==> src/rtl/dff_pipe_pkg.sv <==
`default_nettype none
// ============================================================================
// Module      : dff_pipe_pkg
// Description : Shared defaults and helpers for the dff_pipe valid/ready
//               register pipeline (dff_pipe, dff_pipe_stage).
// Revision    : 1.0 - initial release
// ============================================================================
package dff_pipe_pkg;

    // Default data bits per stage and default number of register stages.
    localparam int DFF_PIPE_WIDTH_DEF = 8;
    localparam int DFF_PIPE_DEPTH_DEF = 4;

    // Width of an occupancy counter able to hold every value 0..depth.
    function automatic int dff_pipe_cnt_w(input int depth);
        return $clog2(depth + 1);
    endfunction

endpackage : dff_pipe_pkg
`default_nettype wire

==> src/rtl/dff_pipe_stage.sv <==
`default_nettype none
// ============================================================================
// Module      : dff_pipe_stage
// Description : One pipeline slot: a valid bit plus a data word, both cleared
//               by an asynchronous active-low reset. When en_i is high the
//               valid bit follows vld_i; the data word is captured only when
//               the incoming valid is high, so a bubble never overwrites data.
// Revision    : 1.0 - initial release
// ============================================================================
module dff_pipe_stage
    import dff_pipe_pkg::*;
#(
    parameter int WIDTH = DFF_PIPE_WIDTH_DEF
) (
    input  logic             clk,
    input  logic             rstn,
    input  logic             en_i,
    input  logic             vld_i,
    input  logic [WIDTH-1:0] dat_i,
    output logic             vld_o,
    output logic [WIDTH-1:0] dat_o
);

    logic             vld_q;
    logic [WIDTH-1:0] dat_q;

    // Slot register: clear on reset, load on enable, data only with valid.
    always_ff @(posedge clk or negedge rstn) begin
        if (!rstn) begin
            vld_q <= 1'b0;
            dat_q <= '0;
        end else if (en_i) begin
            vld_q <= vld_i;
            if (vld_i) begin
                dat_q <= dat_i;
            end
        end
    end

    assign vld_o = vld_q;
    assign dat_o = dat_q;

endmodule : dff_pipe_stage
`default_nettype wire

==> src/rtl/dff_pipe.sv <==
`default_nettype none
// ============================================================================
// Module      : dff_pipe
// Description : DEPTH-stage valid/ready register pipeline. Each stage is ready
//               when it is empty or its downstream neighbour is ready, so
//               bubbles collapse and a full pipe still streams one beat per
//               cycle when out_ready is high. Ready is purely combinational.
//               Optional synchronous flush is compiled in when the macro
//               DFF_PIPE_FLUSH_EN is defined; otherwise no flush port exists.
// Revision    : 1.0 - initial release
// ============================================================================
module dff_pipe
    import dff_pipe_pkg::*;
#(
    parameter int WIDTH = DFF_PIPE_WIDTH_DEF,
    parameter int DEPTH = DFF_PIPE_DEPTH_DEF
) (
    input  logic                               clk,
    input  logic                               rstn,
    input  logic                               in_valid,
    output logic                               in_ready,
    input  logic [WIDTH-1:0]                   in_data,
    output logic                               out_valid,
    input  logic                               out_ready,
    output logic [WIDTH-1:0]                   out_data,
`ifdef DFF_PIPE_FLUSH_EN
    input  logic                               flush,
`endif
    output logic [dff_pipe_cnt_w(DEPTH)-1:0]   count
);

    localparam int CNT_W = dff_pipe_cnt_w(DEPTH);

    // Stage state as seen by the rest of the pipe.
    logic [DEPTH-1:0] vld_q;
    logic [WIDTH-1:0] dat_q [DEPTH];

    // Per-stage load controls; rdy[DEPTH] is the downstream ready.
    logic [DEPTH:0]   rdy;
    logic [DEPTH-1:0] ld_en;
    logic [DEPTH-1:0] vld_d;
    logic [WIDTH-1:0] dat_d [DEPTH];
    logic             clr;
    logic [CNT_W-1:0] cnt_d;

`ifdef DFF_PIPE_FLUSH_EN
    assign clr = flush;
`else
    assign clr = 1'b0;
`endif

    // Ready chain from the output end back to the input, plus stage inputs.
    // A clear enables every stage with an invalid beat, which drops all
    // valids while leaving data words untouched.
    always_comb begin
        rdy   = '0;
        ld_en = '0;
        vld_d = '0;
        for (int i = 0; i < DEPTH; i++) begin
            dat_d[i] = '0;
        end

        rdy[DEPTH] = out_ready;
        for (int i = DEPTH - 1; i >= 0; i--) begin
            rdy[i] = !vld_q[i] || rdy[i + 1];
        end

        for (int i = 0; i < DEPTH; i++) begin
            ld_en[i] = rdy[i] || clr;
            if (i == 0) begin
                vld_d[i] = in_valid && !clr;
                dat_d[i] = in_data;
            end else begin
                vld_d[i] = vld_q[i - 1] && !clr;
                dat_d[i] = dat_q[i - 1];
            end
        end
    end

    // Register stages, input side first.
    generate
        for (genvar gi = 0; gi < DEPTH; gi++) begin : g_stage
            dff_pipe_stage #(
                .WIDTH (WIDTH)
            ) u_stage (
                .clk   (clk),
                .rstn  (rstn),
                .en_i  (ld_en[gi]),
                .vld_i (vld_d[gi]),
                .dat_i (dat_d[gi]),
                .vld_o (vld_q[gi]),
                .dat_o (dat_q[gi])
            );
        end
    endgenerate

    // Occupancy: number of stages currently holding a valid beat.
    always_comb begin
        cnt_d = '0;
        for (int i = 0; i < DEPTH; i++) begin
            cnt_d = cnt_d + CNT_W'(vld_q[i]);
        end
    end

    assign count     = cnt_d;
    assign in_ready  = rdy[0] && !clr;
    assign out_valid = vld_q[DEPTH-1];
    assign out_data  = dat_q[DEPTH-1];

endmodule : dff_pipe
`default_nettype wire

==> config.mk <==
export PLATFORM = sky130hd
export DESIGN_NAME = dff_pipe
export DESIGN_NICKNAME = d
export VERILOG_FILES = /design/src/rtl/dff_pipe_pkg.sv /design/src/rtl/dff_pipe_stage.sv /design/src/rtl/dff_pipe.sv
export SDC_FILE = /design/constraint.sdc
export NUM_CORES = 1
export LEC_CHECK = 0
export ABC_AREA = 1
export CORE_MARGIN = 4
export CORE_UTILIZATION = 29
export CTS_CLUSTER_DIAMETER = 150
export DETAILED_ROUTE_END_ITERATION = 8
export DONT_BUFFER_PORTS = 1
export GPL_TIMING_DRIVEN = 0
export HOLD_SLACK_MARGIN = 0.06
export PLACE_DENSITY = 0.39
export SKIP_LAST_GASP = 1
export SLEW_MARGIN = 30
export SYNTH_ARGS = -nofsm -noshare
export SYNTH_HDL_FRONTEND = slang
export SYNTH_SLANG_ARGS = --single-unit
==> constraint.sdc <==
create_clock -name clk -period 4.45 [get_ports clk]
set_input_delay 0.89 -clock clk [delete_from_list [all_inputs] [get_ports clk]]
set_output_delay 0.89 -clock clk [all_outputs]
set_load 0.1 [all_outputs]
* Yosys cells after proc, flatten, opt, wreduce, memory -nomap -nowiden *
Index checks and enable logic that the tools add are counted.

cells by class
  $add $sub $neg = 3
  reductions and logical operators = 12

operators with widths
  cell              count
  $reduce_and 2->1  4
  $add 3x1->3       2
  $logic_not 1->1   4
  $logic_or 1x1->1  4
  $add 1x1->2       1

storage, ports and cells
  flip-flop bits (word level) = 36
  output and inout bits = 13

* Logic depth before layout (Yosys ltp) *
  depth in word-level cells = 6
  depth in mapped cells = 7
  mapped depth without buffers = 6

* Hierarchy *
Synthesis repeated with hierarchy kept, for this count alone.

unflattened totals
  cells, all modules = 161
  area total of the unflattened synthesis = 1610.3 µm²

modules (own cells, without submodules)
  module          times used  cells an instance  area each (µm²)  sequential area each (µm²)
  dff_pipe_stage  4           38                 384.1            225.2
  dff_pipe        1           9                  73.8             0.0

* Least setup slack after synthesis *
OpenSTA, ideal clock, no wires.

  path type = reg-to-output
  from = register g_stage[3].u_stage.vld_q
  to = output port count[1]
  data arrival time = 2.156 ns
  slack = 1.404 ns
  cell stages (with the launch flop) = 3
  path buffers = 0
  path through = dfrtp_1 > fa_1 > ha_1

between the ends
  cells in the longest elaborated chain, start to end = 1

ends and longest elaborated chain
  item                      line                  text
  start: declaration        dff_pipe_stage.sv:24  logic vld_q;
  start signal: assignment  dff_pipe_stage.sv:33  vld_q <= vld_i;
  $add 3x1->3               dff_pipe.sv:101       cnt_d = cnt_d + CNT_W'(vld_q[i]);
  end: declaration          dff_pipe.sv:29        output logic [dff_pipe_cnt_w(DEPTH)-1:0] count

No other way between the ends.

* Worst setup path after layout *
Ends and elaborated chain as after synthesis.

==> results.md <==
* H-tree Lvls at 2
* Final non-filler cell total at 223
* Highest-delay cell along the critical path: ha_1
* Routed Antenna Nets at 0
* Clock buffer depth at 2
* Most common cell in the synthesized netlist: nand2_1
* Max incr delay on CP at 0.86 ns
* Hold buffers post-CTS at 0
* Io pins at 25
* Flops & latches, synth at 36
* Initial antenna violation count at 0
* Critical path endpoint category: output pin
* Fraction of registers with async set/reset at 100%
* Final Hold Fails at 0
* Final setup violating endpoints at 0
* R2R Setup Slk at 2.27 ns
* FF-to-FF End: g_stage[0].u_stage.dat_o[3]$_DFFE_PN0P_
* Worst Path Max Fanout at 3
* Worst Tran Pin Value at 0.976 ns
* Root Driver: clkbuf_8
* Setup bufs post-CTS at 0
* WP data required at 3.56 ns
* CTS tree: built
* Pin count of the biggest net entering global routing at 37
* Core Box Area at 0.00475 mm^2
* First drt pass iteration count at 4
* Period Utilization, post-route at 75.9%
* GRT Total Usage at 9.61%
* Slew Viols, Final at 0
* Die Width at 78.2 um
* DRT iter0 DRCs at 37
* Initial core utilization at 30.1%
* Post-DP HPWL at 1850 um
* Buffers on Ports at 0
* Die height at 78.2 um
* Area leader, netlist: dfrtp_1
* CP Cell Sequence: fa_1, ha_1
* Yosys top cell area share at 63.0%
* Setup CP Type: reg -> out
* Post-Syn Area at 0.00143 mm^2
* Final WL at 2490 um
* Die area at 0.00611 mm^2
* CTS buffer count at 5
* First-pass GRT wire length at 4640 um
* Dpl cells at 215
* Antenna cells at 0
* Arrival time worst endpoint at 2.49 ns
* Top cells by area, synth: dfrtp_1 63%, nand2_1 14%, nand3_1 7.0%
* Hold WS at 0.302 ns
* CTS sink count at 36
* Fillers at 529
* Final Skew at 0.00570 ns
* Post-layout util at 33.7%
* Worst Hold Class: in -> async
* Top cells by count, synth: 53 x nand2_1, 36 x dfrtp_1, 20 x nand3_1
* Grt ovf at 0
* MaxCap Viol Count at 0
* Post-synthesis sequential area ratio at 63.0%
* Final #Nets at 170
* Number of global-route vias before repair at 1026
* DR WL/cell at 11.2 um
* EDFF count, synth at 0
* Remaining DRCs at 0
* Fmax achieved at 296 MHz
* Gate Count Post-Synth at 148
* Slew HR at 34.9%
* # resized after CTS at 0
* Worst reg2reg path startpoint: g_stage[3].u_stage.vld_o$_DFFE_PN0P_
* Row count at 25
* GP Congestion at 0.656
* Share of cells above drive strength 1 at 8.97%
* Status: completed
* Syn nets at 163
* Startpoint Class: flip-flop
* R2R cell count at 6
* Clock transition at the registers of the reported paths at 0.07 ns
* Average size of a mapped cell at 9.65 um^2
* RSZ-0062 raised after global routing: false
* Setup TNS Final at 0 ns
* Cell variety after synth at 17
* Synth Warn # at 0
* Via count at 931
* Area grow syn2layout at 12.2%
* Clk_lat worst skew at 0.28 ns
* Vias per cell at 4.17
* Main synth FF type: dfrtp_1
* Tmin final at 3.38 ns
[cells in the final DEF (no fill, tap or decap), types with 2 or more instances in the layout]
cell type / count
inv_1: 8
nor2_1: 6
nand3_1: 20
clkbuf_1: 2
buf_2: 3
clkbuf_8: 6
o21ai_0: 6
dfrtp_1: 36
nand2_1: 53
ha_1: 2
a21oi_1: 6
[cells by family (layout without fill, tap and decap cells)]
family | after synthesis | count (layout) | synth area share, %
compound gates | 12 | 12 | 4.20
fa+ha+maj | 3 | 3 | 3.15
buf+inv | 13 | 21 | 3.94
flops | 36 | 36 | 63.0
simple gates | 84 | 84 | 25.7
[worst max-delay path by stage]
| stage | from | end | slack [ns] |
|---|---|---|---|
| floorplan | g_stage[3].u_stage.vld_o$_DFFE_PN0P_ | count[1] | 1.40 |
| global placement | g_stage[3].u_stage.vld_o$_DFFE_PN0P_ | count[1] | 1.36 |
| detailed placement | g_stage[3].u_stage.vld_o$_DFFE_PN0P_ | count[1] | 1.36 |
| CTS | g_stage[3].u_stage.vld_o$_DFFE_PN0P_ | count[1] | 1.04 |
| global route | g_stage[3].u_stage.vld_o$_DFFE_PN0P_ | count[1] | 1.01 |
| finish | g_stage[3].u_stage.vld_o$_DFFE_PN0P_ | count[1] | 1.07 |
[routing by layer]
| layer | track usage [%] | part of all wire (%) |
|---|---|---|
| met3 | 3.78 | 6.4 |
| met2 | 15.3 | 46 |
| met1 | 11.2 | 46 |
| met4 | 4.72 | 1.4 |
| met5 | 0 | 0 |
[stage by stage]
stage | cell area [um^2] | setup WS [ns]
final | 1600 | 1.07
after global routing | 1600 | 1.01
after CTS | 1600 | 1.04
after detailed placement | 1510 | 1.36
after global placement | 1510 | 1.36
after floorplan | 1430 | 1.40
[sequential cells by signal (all words and copies together), names as in the netlist]
name / count
g_stage.u_stage.dat_o: 32
g_stage.u_stage.vld_o: 4
[worst max-delay path: cells and delay by family (launching register included)]
family / cells / cell delay, ns
flip-flops: 1 / 0.76
adder cells (fa/ha/maj): 2 / 1.45
[area by class of cell]
cell class | instances | area, um^2 | area share [%]
Multi-Input combinational cell | 99 | 472 | 29.4
Sequential cell | 36 | 901 | 56.2
Buffer | 5 | 26.3 | 1.64
Inverter | 8 | 30.0 | 1.87
Clock buffer | 8 | 90.1 | 5.62
Tap cell | 67 | 83.8 | 5.23
Power is left out: the tool's default activity adds up to more than one toggle a clock period on the data nets, which glitch-free logic cannot reach.
